[src/rtl/game_tick_sequencer_if.sv]
// Signal bundle between game_tick_sequencer, the VGA timing/input side and the game logic core.
// The sequencer takes the master modport; the game side and timing source use slave.
interface game_tick_sequencer_if;
    logic [9:0] VGA_X;
    logic [9:0] VGA_Y;
    logic [1:0] dir;
    logic       pause;
    logic       step_ack;
    logic       move_req;
    logic [1:0] move_dir;
    logic       grid_owner;
    logic [7:0] tick_count;
    logic       overrun;

    modport master (
        input  VGA_X, VGA_Y, dir, pause, step_ack,
        output move_req, move_dir, grid_owner, tick_count, overrun
    );

    modport slave (
        output VGA_X, VGA_Y, dir, pause, step_ack,
        input  move_req, move_dir, grid_owner, tick_count, overrun
    );
endinterface

[src/rtl/game_tick_sequencer.sv]
// Paces snake moves off the VGA frame end and hands grid RAM to game logic for each step.
// Optional GAME_SPEEDUP_EN: tick period shrinks by one frame every 16 ticks, floor of 2.
module game_tick_sequencer #(
    parameter int unsigned H_ACTIVE        = 640,
    parameter int unsigned V_ACTIVE        = 480,
    parameter int unsigned FRAMES_PER_TICK = 8,
    parameter int unsigned ACK_TIMEOUT     = 1023
) (
    input logic                   sys_clk,
    input logic                   sys_rst,
    game_tick_sequencer_if.master bus
);
    localparam int unsigned   TW          = $clog2(ACK_TIMEOUT + 1);
    localparam logic [9:0]    X_LAST      = 10'(H_ACTIVE - 1);
    localparam logic [9:0]    Y_LAST      = 10'(V_ACTIVE - 1);
    localparam logic [7:0]    PERIOD_INIT = 8'(FRAMES_PER_TICK);
    localparam logic [TW-1:0] TO_LAST     = TW'(ACK_TIMEOUT - 1);

    typedef enum logic [2:0] {StIdle, StLatch, StMove, StWaitAck, StRelease} state_e;

    state_e        state_q;
    logic          corner_q;
    logic          frame_end_q;
    logic          tick_due_q;
    logic [7:0]    frame_cnt_q;
    logic [1:0]    pending_dir_q;
    logic [1:0]    move_dir_q;
    logic [TW-1:0] to_cnt_q;
    logic          move_req_q;
    logic          grid_owner_q;
    logic [7:0]    tick_count_q;
    logic          overrun_q;

    logic          corner;
    logic [7:0]    period_m1;
    logic [7:0]    tick_next;

`ifdef GAME_SPEEDUP_EN
    logic [7:0] period_q;
    assign period_m1 = period_q - 8'd1;
`else
    assign period_m1 = PERIOD_INIT - 8'd1;
`endif

    assign corner    = (bus.VGA_X == X_LAST) && (bus.VGA_Y == Y_LAST);
    assign tick_next = tick_count_q + 8'd1;

    always_ff @(posedge sys_clk) begin
        if (!sys_rst) begin
            state_q       <= StIdle;
            corner_q      <= 1'b0;
            frame_end_q   <= 1'b0;
            tick_due_q    <= 1'b0;
            frame_cnt_q   <= '0;
            pending_dir_q <= 2'b01;
            move_dir_q    <= 2'b01;
            to_cnt_q      <= '0;
            move_req_q    <= 1'b0;
            grid_owner_q  <= 1'b0;
            tick_count_q  <= '0;
            overrun_q     <= 1'b0;
`ifdef GAME_SPEEDUP_EN
            period_q      <= PERIOD_INIT;
`endif
        end else begin
            // Edge-detect the last pixel so a slow pixel clock still gives one pulse per frame.
            corner_q    <= corner;
            frame_end_q <= corner && !corner_q;
            move_req_q  <= 1'b0;

            if ((bus.dir ^ move_dir_q) != 2'b10) begin
                pending_dir_q <= bus.dir;
            end

            unique case (state_q)
                StIdle: begin
                    if (tick_due_q && !bus.pause) begin
                        tick_due_q <= 1'b0;
                        state_q    <= StLatch;
                    end
                end
                StLatch: begin
                    move_dir_q   <= pending_dir_q;
                    grid_owner_q <= 1'b1;
                    move_req_q   <= 1'b1;
                    state_q      <= StMove;
                end
                StMove: begin
                    to_cnt_q <= '0;
                    state_q  <= StWaitAck;
                end
                StWaitAck: begin
                    if (bus.step_ack) begin
                        state_q <= StRelease;
                    end else if (to_cnt_q == TO_LAST) begin
                        overrun_q <= 1'b1;
                        state_q   <= StRelease;
                    end else begin
                        to_cnt_q <= to_cnt_q + TW'(1);
                    end
                end
                StRelease: begin
                    grid_owner_q <= 1'b0;
                    tick_count_q <= tick_next;
                    state_q      <= StIdle;
`ifdef GAME_SPEEDUP_EN
                    if ((tick_next[3:0] == 4'd0) && (period_q > 8'd2)) begin
                        period_q <= period_q - 8'd1;
                    end
`endif
                end
                default: state_q <= StIdle;
            endcase

            // Placed after the FSM so a tick completing now overrides the IDLE clear.
            if (frame_end_q && !bus.pause) begin
                if (frame_cnt_q >= period_m1) begin
                    frame_cnt_q <= '0;
                    tick_due_q  <= 1'b1;
                end else begin
                    frame_cnt_q <= frame_cnt_q + 8'd1;
                end
            end
        end
    end

    assign bus.move_req   = move_req_q;
    assign bus.move_dir   = move_dir_q;
    assign bus.grid_owner = grid_owner_q;
    assign bus.tick_count = tick_count_q;
    assign bus.overrun    = overrun_q;
endmodule
[src/flat_wrapper.sv]
// flat-port wrapper written by rule: the top's interface ports become plain ports
module game_tick_sequencer_flat 
#(
    parameter int unsigned H_ACTIVE        = 640,
    parameter int unsigned V_ACTIVE        = 480,
    parameter int unsigned FRAMES_PER_TICK = 8,
    parameter int unsigned ACK_TIMEOUT     = 1023
)
  (sys_clk, sys_rst, bus_VGA_X, bus_VGA_Y, bus_dir, bus_pause, bus_step_ack, bus_move_req, bus_move_dir, bus_grid_owner, bus_tick_count, bus_overrun);
  game_tick_sequencer_if bus_i ();
  input logic sys_clk;
  input logic sys_rst;
  input wire logic [$bits(bus_i.VGA_X)-1:0] bus_VGA_X;
  input wire logic [$bits(bus_i.VGA_Y)-1:0] bus_VGA_Y;
  input wire logic [$bits(bus_i.dir)-1:0] bus_dir;
  input wire logic [$bits(bus_i.pause)-1:0] bus_pause;
  input wire logic [$bits(bus_i.step_ack)-1:0] bus_step_ack;
  output wire logic [$bits(bus_i.move_req)-1:0] bus_move_req;
  output wire logic [$bits(bus_i.move_dir)-1:0] bus_move_dir;
  output wire logic [$bits(bus_i.grid_owner)-1:0] bus_grid_owner;
  output wire logic [$bits(bus_i.tick_count)-1:0] bus_tick_count;
  output wire logic [$bits(bus_i.overrun)-1:0] bus_overrun;
  assign bus_i.VGA_X = bus_VGA_X;
  assign bus_i.VGA_Y = bus_VGA_Y;
  assign bus_i.dir = bus_dir;
  assign bus_i.pause = bus_pause;
  assign bus_i.step_ack = bus_step_ack;
  assign bus_move_req = bus_i.move_req;
  assign bus_move_dir = bus_i.move_dir;
  assign bus_grid_owner = bus_i.grid_owner;
  assign bus_tick_count = bus_i.tick_count;
  assign bus_overrun = bus_i.overrun;
  game_tick_sequencer #(.H_ACTIVE(H_ACTIVE), .V_ACTIVE(V_ACTIVE), .FRAMES_PER_TICK(FRAMES_PER_TICK), .ACK_TIMEOUT(ACK_TIMEOUT)) u_core (.sys_clk(sys_clk), .sys_rst(sys_rst), .bus(bus_i));
endmodule
[config.mk]
export PLATFORM = sky130hd
export DESIGN_NAME = game_tick_sequencer_flat
export DESIGN_NICKNAME = d
export VERILOG_FILES = /design/src/rtl/game_tick_sequencer_if.sv /design/src/rtl/game_tick_sequencer.sv /design/src/flat_wrapper.sv
export SDC_FILE = /design/constraint.sdc
export NUM_CORES = 1
export LEC_CHECK = 0
export CAP_MARGIN = 20
export CELL_PAD_IN_SITES_DETAIL_PLACEMENT = 1
export CELL_PAD_IN_SITES_GLOBAL_PLACEMENT = 1
export CORE_MARGIN = 4
export CORE_UTILIZATION = 40
export DETAILED_ROUTE_END_ITERATION = 8
export DONT_BUFFER_PORTS = 1
export PLACE_DENSITY = 0.78
export SLEW_MARGIN = 20
export SYNTH_ARGS = -nofsm -noshare
export SYNTH_HDL_FRONTEND = slang
export SYNTH_SLANG_ARGS = --single-unit
[constraint.sdc]
create_clock -name sys_clk -period 4.54 [get_ports sys_clk]
set_clock_uncertainty 0.15 [all_clocks]
set_input_delay 0.908 -clock sys_clk [delete_from_list [all_inputs] [get_ports sys_clk]]
set_output_delay 0.908 -clock sys_clk [all_outputs]
set_load 0.02 [all_outputs]
==> results of run 1 <==
## layout make-up
type / instances / area (sq um)
Inverter: 6 / 22.5
Fill cell: 520 / 2410
Clock inverter: 2 / 60.1
Sequential cell: 39 / 781
Tap cell: 52 / 65.1
Clock buffer: 6 / 72.6
Multi-Input combinational cell: 154 / 970
## synth_stat cells, types with 3 or more instances
cell type and instances:
dfxtp_1 39, nor2_1 27, nand2_1 19, nand4_1 9, xor2_1 9, a31oi_1 8
o21ai_0 8, a21oi_1 7, mux2i_1 6, nor3_1 6, clkbuf_1 5, inv_1 5
nand3_1 5, a21o_1 4, ha_1 4, xnor2_1 4, and3_1 3, buf_2 3
nand2b_1 3, or4_1 3
## cell families (layout without fill, tap and decap cells)
family | Yosys count | after routing | share of synthesized area (%)
mux | 6 | 6 | 3.30
fa+ha+maj | 4 | 4 | 2.75
flops | 39 | 39 | 42.9
buf+inv | 15 | 14 | 3.72
compound gates | 41 | 41 | 14.8
simple gates | 90 | 90 | 26.2
xor+xnor | 13 | 13 | 6.26
## stage by stage
| stage | hold slack, ns | total power [mW] |
|---|---|---|
| final | 0.235 | 0.694 |
| after floorplan | 0.217 | 0.364 |
| after global placement | 0.221 | 0.366 |
| after CTS | 0.238 | 0.704 |
| after global routing | 0.263 | 0.720 |
| after detailed placement | 0.228 | 0.366 |
## flip-flops by register name (all words and copies together) (netlist names)
register               flops
u_core.to_cnt_q           10
u_core.bus.tick_count      8
u_core.frame_cnt_q         8
u_core.state_q             3
u_core.bus.move_dir        2
u_core.pending_dir_q       2
u_core.bus.grid_owner      1
u_core.bus.move_req        1
u_core.bus.overrun         1
u_core.corner_q            1
u_core.frame_end_q         1
u_core.tick_due_q          1
## worst paths after layout
kind                                        start                              end  slack, ns  depth (start not counted)
setup / recovery  u_core.to_cnt_q[0]$_SDFFE_PN0P_  u_core.to_cnt_q[3]$_SDFFE_PN0P_       2.45                          6
hold / removal         u_core.corner_q$_SDFF_PN0_    u_core.frame_end_q$_SDFF_PN0_       0.23                          1
setup reg to reg  u_core.to_cnt_q[0]$_SDFFE_PN0P_  u_core.to_cnt_q[3]$_SDFFE_PN0P_       2.45                          6
hold reg to reg        u_core.corner_q$_SDFF_PN0_    u_core.frame_end_q$_SDFF_PN0_       0.23                          1
## per-layer routing
metal / vias up / part of all wire (%) / wire length, um / track usage (%)
met4: 0 / 1.3 / 54 / 5.83
li1: 742 / - / - / -
met3: 5 / 7.1 / 283 / 5.28
met1: 716 / 47 / 1880 / 19.5
met2: 42 / 45 / 1800 / 25.1
met5: - / 0 / 0 / 0
## power by group
part	internal [mW]	total [mW]	switching (mW)
clock network	0.220	0.336	0.117
registers	0.343	0.345	0.00123
logic	0.00527	0.0135	0.00822
total	0.568	0.694	0.126
==> results_dict.tcl, run 1 <==
set metrics [dict create \
    crit_type "reg -> reg" \
    end_kind "register" \
    synthesis.area_per_instance_sq_um 8.74 \
    maxCapViolations 0 \
    track_usage_pct 15.6 \
    initialDrtViolationCount 104 \
    core_sq_um 4380 \
    crit_family "simple AND/OR/NAND/NOR gates" \
    syn_area_sq_um 1820 \
    pwr_density_cell_nw_per_um2 352 \
    netlist.area_leader.share_pct 42.9 \
    port_buffers 0 \
    max_slew.worst_pin.slew_ns 0.699 \
    hpwl_um 2860 \
    dpl.cell_count 251 \
    route.antenna.remaining_nets 0 \
    synthTopCellsByArea "dfxtp_1 (43%), nor2_1 (5.6%), xor2_1 (4.3%)" \
    design_area_sq_um 1970 \
    ys_seq_elements 39 \
    drcViolationCount 0 \
    synth_flop_cell "dfxtp_1" \
    grt_max_degree 26 \
    mostFrequentLayoutCell "dfxtp_1" \
    layout.nets 236 \
    max_slew_margin_pct 53.1 \
    hold_violations 0 \
    irDropWorstVdd_mv 0.161 \
    cts_max_level 2 \
    gp_congestion 0.752 \
    synth.distinct_cells 43 \
    first_pass_iters 4 \
    die_h_um 75.4 \
    path_cells "inv_1, ha_1, and4_2, a31o_1, or4_1, a31oi_1" \
    synth_nets 238 \
    cp_slowest_cell "or4_1" \
    numCtsBuffers 5 \
    grt_pass1_vias 1522 \
    tns_ns 0 \
    start_util_pct 41.5 \
    drv_slew 0 \
    post-cts-setup-buffer-count 0 \
    drive_above_1_share_pct 5.31 \
    rsz0062_at_grt "false" \
    cts_tree "built" \
    synth_top_area_cell "dfxtp_1" \
    required_ns 4.58 \
    clk_latency_ns 0.28 \
    seq_area_frac_synth_pct 42.9 \
    synth_edf_count 0 \
    rows 24 \
    drt-total-wl_um 4010 \
    setup_violations 0 \
    cts.clk_slew.worst_paths_ns 0.07 \
    outcome "finished, final reports clean" \
    antenna_cells 0 \
    final_cell_mix "dfxtp_1 (39), nor2_1 (27), nand2_1 (19), nand4_1 (9), xor2_1 (9)" \
    async_flop_share_pct 0 \
    yosys_warnings 0 \
    period_minus_slack_ns 2.09 \
    crit_buf_inv 1 \
    start_kind "register" \
    grt_overflow_total 0 \
    synthCells 208 \
    ctsResizeCount 0 \
    dp_slack_ns 2.31 \
    final_cells 259 \
    clk_root_buffer_cell "clkbuf_8" \
    placed_area_sq_um 1840 \
    cts_hold_buffers 0 \
    final_core_util_pct 44.9 \
    vias_per_cell 5.81 \
    grt_pass1_wl_um 6820 \
    arrival_ns 2.13 \
    antenna_found_initial 0 \
    die_w_um 75.4 \
    clkSinkCount 39 \
    syn_to_final_growth_pct 8.40 \
    cp_slowest_stage_delay_ns 0.51 \
    cts.path.max_buffers 2 \
    setup_ws_ns 2.45 \
    num_io_pins 39 \
    period_share_pct 46.1 \
    hp-class "reg -> reg" \
    power_leakage_nw 0.703 \
    fp.dieArea_sq_um 5690 \
    vias 1505 \
    fmax_mhz 478 \
    wl_per_cell_um 15.5 \
    path_max_fanout 5 \
]
Power figures use the tool's default switching activity.
==> run 2: changes to the inputs <==
--- a/config.mk
+++ b/config.mk
@@ -12,7 +12,7 @@
 export CORE_UTILIZATION = 40
 export DETAILED_ROUTE_END_ITERATION = 8
 export DONT_BUFFER_PORTS = 1
-export PLACE_DENSITY = 0.78
+export PLACE_DENSITY = 0.81
 export SLEW_MARGIN = 20
 export SYNTH_ARGS = -nofsm -noshare
 export SYNTH_HDL_FRONTEND = slang
==> constraint.sdc (replaced) <==
create_clock -name sys_clk -period 1.9 [get_ports sys_clk]
set_clock_uncertainty 0.15 [all_clocks]
set_input_delay 0.38 -clock sys_clk [delete_from_list [all_inputs] [get_ports sys_clk]]
set_output_delay 0.38 -clock sys_clk [all_outputs]
set_load 0.02 [all_outputs]
==> run 2 against run 1 <==
Critical path depth unchanged. Sequential power increased by 140%. Sequential share of layout area decreased by 3.1 points. Critical path type unchanged. Largest power group unchanged.
==> results_dict.tcl, run 2 (synthesis gave the netlist of run 1 again) <==
set metrics [dict create \
    outcome "finished, final reports clean" \
    period_minus_slack_ns 1.81 \
    fp.dieArea_sq_um 5690 \
    num_io_pins 39 \
    clk_root_buffer_cell "clkbuf_8" \
    maxCapViolations 0 \
    drt-total-wl_um 4470 \
    largest_register_ffs 10 \
    cts.clk_slew.worst_paths_ns 0.08 \
    grt_max_degree 18 \
    syn_to_final_growth_pct 17.7 \
    grt_pass1_wl_um 7710 \
    vias 1576 \
    rr_startpoint "u_core.to_cnt_q[0]$_SDFFE_PN0P_" \
    hp-start "sys_rst" \
    top_register "u_core.to_cnt_q" \
    grt_overflow_total 0 \
    crit_type "reg -> reg" \
    die_h_um 75.4 \
    reg2reg_setup_slack_ns 0.09 \
    initialDrtViolationCount 54 \
    cts_tree "built" \
    required_ns 1.97 \
    final_cell_mix "dfxtp_1 (38), nor2_1 (26), nand2_1 (19), buf_4 (16)" \
    fmax_mhz 553 \
    pwr_density_cell_nw_per_um2 748 \
    reg2reg_depth 6 \
    critPathLaunch "u_core.to_cnt_q[0]$_SDFFE_PN0P_" \
    end_kind "register" \
    hold_violations 0 \
    core_sq_um 4380 \
    max_slew_margin_pct 73.4 \
    r2r_end "u_core.to_cnt_q[7]$_SDFFE_PN0P_" \
    power_leakage_nw 0.798 \
    numCtsBuffers 5 \
    min_to "u_core.state_q[1]$_SDFFE_PN0P_" \
    drive_above_1_share_pct 15.6 \
    clkSinkCount 39 \
    gp_congestion 0.760 \
    rows 24 \
    path_max_fanout 3 \
    track_usage_pct 17.6 \
    antenna_found_initial 0 \
    cts_max_level 2 \
    first_pass_iters 4 \
    grt_pass1_vias 1651 \
    fin_hold_ws_ns 0.0544 \
    setup_violations 0 \
    hp-class "in -> reg" \
    start_kind "register" \
    irDropWorstVdd_mv 0.618 \
    port_buffers 0 \
    hold_path_depth 1 \
    wl_per_cell_um 16.1 \
    antenna_cells 0 \
    drv_slew 0 \
    max_slew.worst_pin.slew_ns 0.398 \
    period_share_pct 95.2 \
    tns_ns 0 \
    vias_per_cell 5.69 \
    route.antenna.remaining_nets 0 \
    final_core_util_pct 48.8 \
    start_util_pct 41.5 \
    arrival_ns 1.88 \
    clk_latency_ns 0.29 \
    mostFrequentLayoutCell "dfxtp_1" \
    layout.nets 254 \
    cts.path.max_buffers 2 \
    drcViolationCount 0 \
    hpwl_um 3300 \
    die_w_um 75.4 \
]
run 2: cell types whose count changed in the layout (fill, tap and decap cells not counted), sizes merged:
cell	before	now
inv	5	6
buf	0	17
bufinv	2	1
dlygate4sd3	0	1
run 2: cell type report:
type,count,area [sq um]
Multi-Input combinational cell,154,998
Inverter,6,22.5
Clock inverter,2,38.8
Clock buffer,6,82.6
Tap cell,52,65.1
Timing Repair Buffer,18,150
Sequential cell,39,782
Fill cell,507,2240
run 2: worst max path at each step:
stage                                                    end  slack [ns]
final                        u_core.to_cnt_q[7]$_SDFFE_PN0P_        0.09
after floorplan              u_core.to_cnt_q[3]$_SDFFE_PN0P_        0.01
after detailed placement     u_core.to_cnt_q[7]$_SDFFE_PN0P_       -0.03
after CTS                    u_core.to_cnt_q[3]$_SDFFE_PN0P_        0.01
after global placement       u_core.to_cnt_q[7]$_SDFFE_PN0P_        0.04
after global routing      u_core.frame_cnt_q[7]$_SDFFE_PN0P_      -0.006
run 2: critical path, cell delays in order (launching register included):
cell     delay [ns]
dfxtp_2        0.34
inv_2          0.04
ha_2           0.17
and4_4         0.19
a31o_1         0.23
or4_1          0.50
a31oi_1        0.13
run 2: timing repair:
item,in CTS,in global routing
gates cloned,0,0
hold buffers,0,1
endpoints found under the setup margin,2,19
endpoints found under the hold margin,0,1
buffers inserted,1,2
pin swaps,3,4
resized for setup,0,9
run 2: where the power goes:
part	switching [mW]	leakage (nW)	internal, mW
logic	0.0214	0.421	0.0211
clock network	0.302	0.0618	0.432
registers	0.00328	0.315	0.820
total	0.327	0.798	1.27
run 2: metal layers:
metal  wire, um  vias up  global-route usage, %
met5          0        -                      0
met4         38        0                   4.66
met3        272        4                   6.20
met2       2200       39                   30.3
met1       1960      746                   20.9
li1           -      787                      -
run 2: stage by stage:
step	worst slack, ns	power [mW]	area [sq um]	instances
after floorplan	0.0145	0.871	1820	208
after global placement	0.0352	0.878	1960	265
after detailed placement	-0.0347	0.881	1960	265
after CTS	0.0101	1.62	2090	274
after global routing	-0.00593	1.67	2140	277
final	0.0912	1.60	2140	277
==> run 3: changes to the inputs <==
--- a/config.mk
+++ b/config.mk
@@ -9,10 +9,10 @@
 export CELL_PAD_IN_SITES_DETAIL_PLACEMENT = 1
 export CELL_PAD_IN_SITES_GLOBAL_PLACEMENT = 1
 export CORE_MARGIN = 4
-export CORE_UTILIZATION = 40
+export CORE_UTILIZATION = 34
 export DETAILED_ROUTE_END_ITERATION = 8
-export DONT_BUFFER_PORTS = 1
-export PLACE_DENSITY = 0.81
+export PLACE_DENSITY = 0.85
+export RECOVER_POWER = 100
 export SLEW_MARGIN = 20
 export SYNTH_ARGS = -nofsm -noshare
 export SYNTH_HDL_FRONTEND = slang
==> run 3 against run 2 <==
Core utilization increased by 0.13 points. Register-to-register slack about the same. Via count increased by 14%. Critical endpoint is now bus_tick_count[0]. Power increased by 3.1%. Design area increased by 18%. Non-clock buffer count increased by 41. Cell count increased by 21%. Combinational power increased by 130%. First-iteration DRC count increased by 85%. Sequential share of layout area decreased by 5.5 points. Critical path depth decreased by 5.
==> results_dict.tcl, run 3 (synthesis gave the netlist of run 1 again) <==
set metrics [dict create \
    fmax_mhz 540 \
    crit_family "buffers and inverters" \
    vias_per_cell 5.37 \
    cts_max_level 2 \
    clkSinkCount 39 \
    reg2reg_depth 4 \
    drv_slew 0 \
    period_minus_slack_ns 1.85 \
    multi_input_area_sq_um 993 \
    design_area_sq_um 2510 \
    final_core_util_pct 48.9 \
    wl_per_cell_um 15.5 \
    grt_max_degree 20 \
    cts_tree "built" \
    reg2reg_setup_slack_ns 0.10 \
    hold_path_depth 1 \
    maxCapViolations 0 \
    cp-endpoint "bus_tick_count[0]" \
    start_kind "register" \
    start_util_pct 35.4 \
    crit_type "reg -> out" \
    drt-total-wl_um 5200 \
    fp.dieArea_sq_um 6580 \
    cts.clk_slew.worst_paths_ns 0.08 \
    drcViolationCount 0 \
    max_slew_margin_pct 72.9 \
    cp.depth 1 \
    crit_buf_inv 1 \
    num_io_pins 39 \
    top_register "u_core.to_cnt_q" \
    drive_above_1_share_pct 13.9 \
    antenna_cells 0 \
    grt_overflow_total 0 \
    dp_slack_ns -0.119 \
    initialDrtViolationCount 100 \
    port_buffers 38 \
    path_max_fanout 4 \
    setup_ws_ns 0.0491 \
    final_cell_mix "dfxtp_1 (38), clkdlybuf4s50_1 (32), nor2_1 (26), nand2_1 (19), buf_4 (17)" \
    cts_hold_buffers 0 \
    max_slew.worst_pin.slew_ns 0.406 \
    largest_register_ffs 10 \
    hp-class "reg -> reg" \
    fillers 652 \
    syn_to_final_growth_pct 38.3 \
    route.antenna.remaining_nets 0 \
    clk_latency_ns 0.29 \
    grt_pass1_wl_um 8830 \
    vias 1803 \
    placed_area_sq_um 2390 \
    antenna_found_initial 0 \
    critPathLaunch "u_core.bus.tick_count[0]$_SDFFE_PN0N_" \
    mostFrequentLayoutCell "dfxtp_1" \
    r2r_end "u_core.to_cnt_q[7]$_SDFFE_PN0P_" \
    setup_violations 0 \
    arrival_ns 1.32 \
    pwr_density_cell_nw_per_um2 656 \
    cp_slowest_cell "clkdlybuf4s50_1" \
    required_ns 1.37 \
    rsz0062_at_grt "false" \
    grt_pass1_vias 1841 \
    cts.path.max_buffers 2 \
    core_sq_um 5140 \
    first_pass_iters 6 \
    period_share_pct 97.4 \
    track_usage_pct 17.5 \
    irDropWorstVdd_mv 0.397 \
    die_h_um 81.1 \
    outcome "finished, final reports clean" \
    cp_slowest_stage_delay_ns 0.63 \
    numCtsBuffers 5 \
    clk_root_buffer_cell "clkbuf_8" \
    hpwl_um 3760 \
    end_kind "output pin" \
    gp_congestion 0.802 \
    seq_area_sq_um 782 \
    path_cells "clkdlybuf4s50_1" \
    layout.nets 295 \
    rr_startpoint "u_core.to_cnt_q[2]$_SDFFE_PN0P_" \
    hold_violations 0 \
    power_leakage_nw 0.954 \
    die_w_um 81.1 \
    rows 26 \
]
[run 3: cell types whose count changed in the layout (fill, tap and decap cells not counted), sizes merged]
cell / previous run / this run
dlygate4sd3: 1 / 3
dlygate4sd2: 0 / 1
clkbuf: 6 / 12
inv: 6 / 5
clkinv: 1 / 2
clkdlybuf4s50: 0 / 32
[run 3: timing repair]
item | 4_1_cts | 5_1_grt
pin swaps | 4 | 4
setup endpoints to repair | 3 | 16
gates resized for setup | 2 | 7
buffers inserted | 0 | 1
[run 3: how the worst min path moves through the flow]
stage,slack [ns],startpoint,end
detailed placement,0.23,u_core.corner_q$_SDFF_PN0_,u_core.frame_end_q$_SDFF_PN0_
global placement,0.23,u_core.corner_q$_SDFF_PN0_,u_core.frame_end_q$_SDFF_PN0_
finish,0.24,u_core.corner_q$_SDFF_PN0_,u_core.frame_end_q$_SDFF_PN0_
floorplan,0.22,u_core.corner_q$_SDFF_PN0_,u_core.frame_end_q$_SDFF_PN0_
global route,0.25,u_core.corner_q$_SDFF_PN0_,u_core.frame_end_q$_SDFF_PN0_
CTS,0.24,u_core.corner_q$_SDFF_PN0_,u_core.frame_end_q$_SDFF_PN0_
[run 3: routing by layer]
metal,track usage (%),share of wire (%),up-vias
met5,0,0,-
met4,6.08,1.2,0
met3,3.88,3.5,5
met2,30.5,51,36
met1,21.0,44,897
li1,-,-,865
[run 3: cell type report]
type | count | share of cell area, %
clock buffers | 6 | 3.28
clock inverters | 2 | 1.39
inverters | 6 | 0.896
multi-input cells | 154 | 39.5
flip-flops and latches | 39 | 31.1
well taps | 70 | 3.48
repair buffers | 59 | 20.3
[run 3: worst reg2reg max path: cells and delay by family, from the launching register on]
family             cells  cell delay (ns)
DFF                    1             0.45
AOI/OAI and AO/OA      1             0.16
and+or+nand+nor        3             0.98
[run 3: stage by stage]
stage / hold WS (ns) / power, mW / TNS, ns / cells
finish: 0.242 / 1.65 / 0 / 336
global route: 0.252 / 1.72 / 0 / 336
CTS: 0.244 / 1.67 / 0 / 335
detailed placement: 0.234 / 0.942 / -0.637 / 327
global placement: 0.226 / 0.938 / -0.200 / 327
floorplan: 0.217 / 0.871 / 0 / 208
[run 3: report_power, final]
group | switching (mW) | internal, mW | total, mW
Clock | 0.304 | 0.425 | 0.729
Sequential | 0.00331 | 0.820 | 0.823
Combinational | 0.0363 | 0.0620 | 0.0983
Total | 0.343 | 1.31 | 1.65
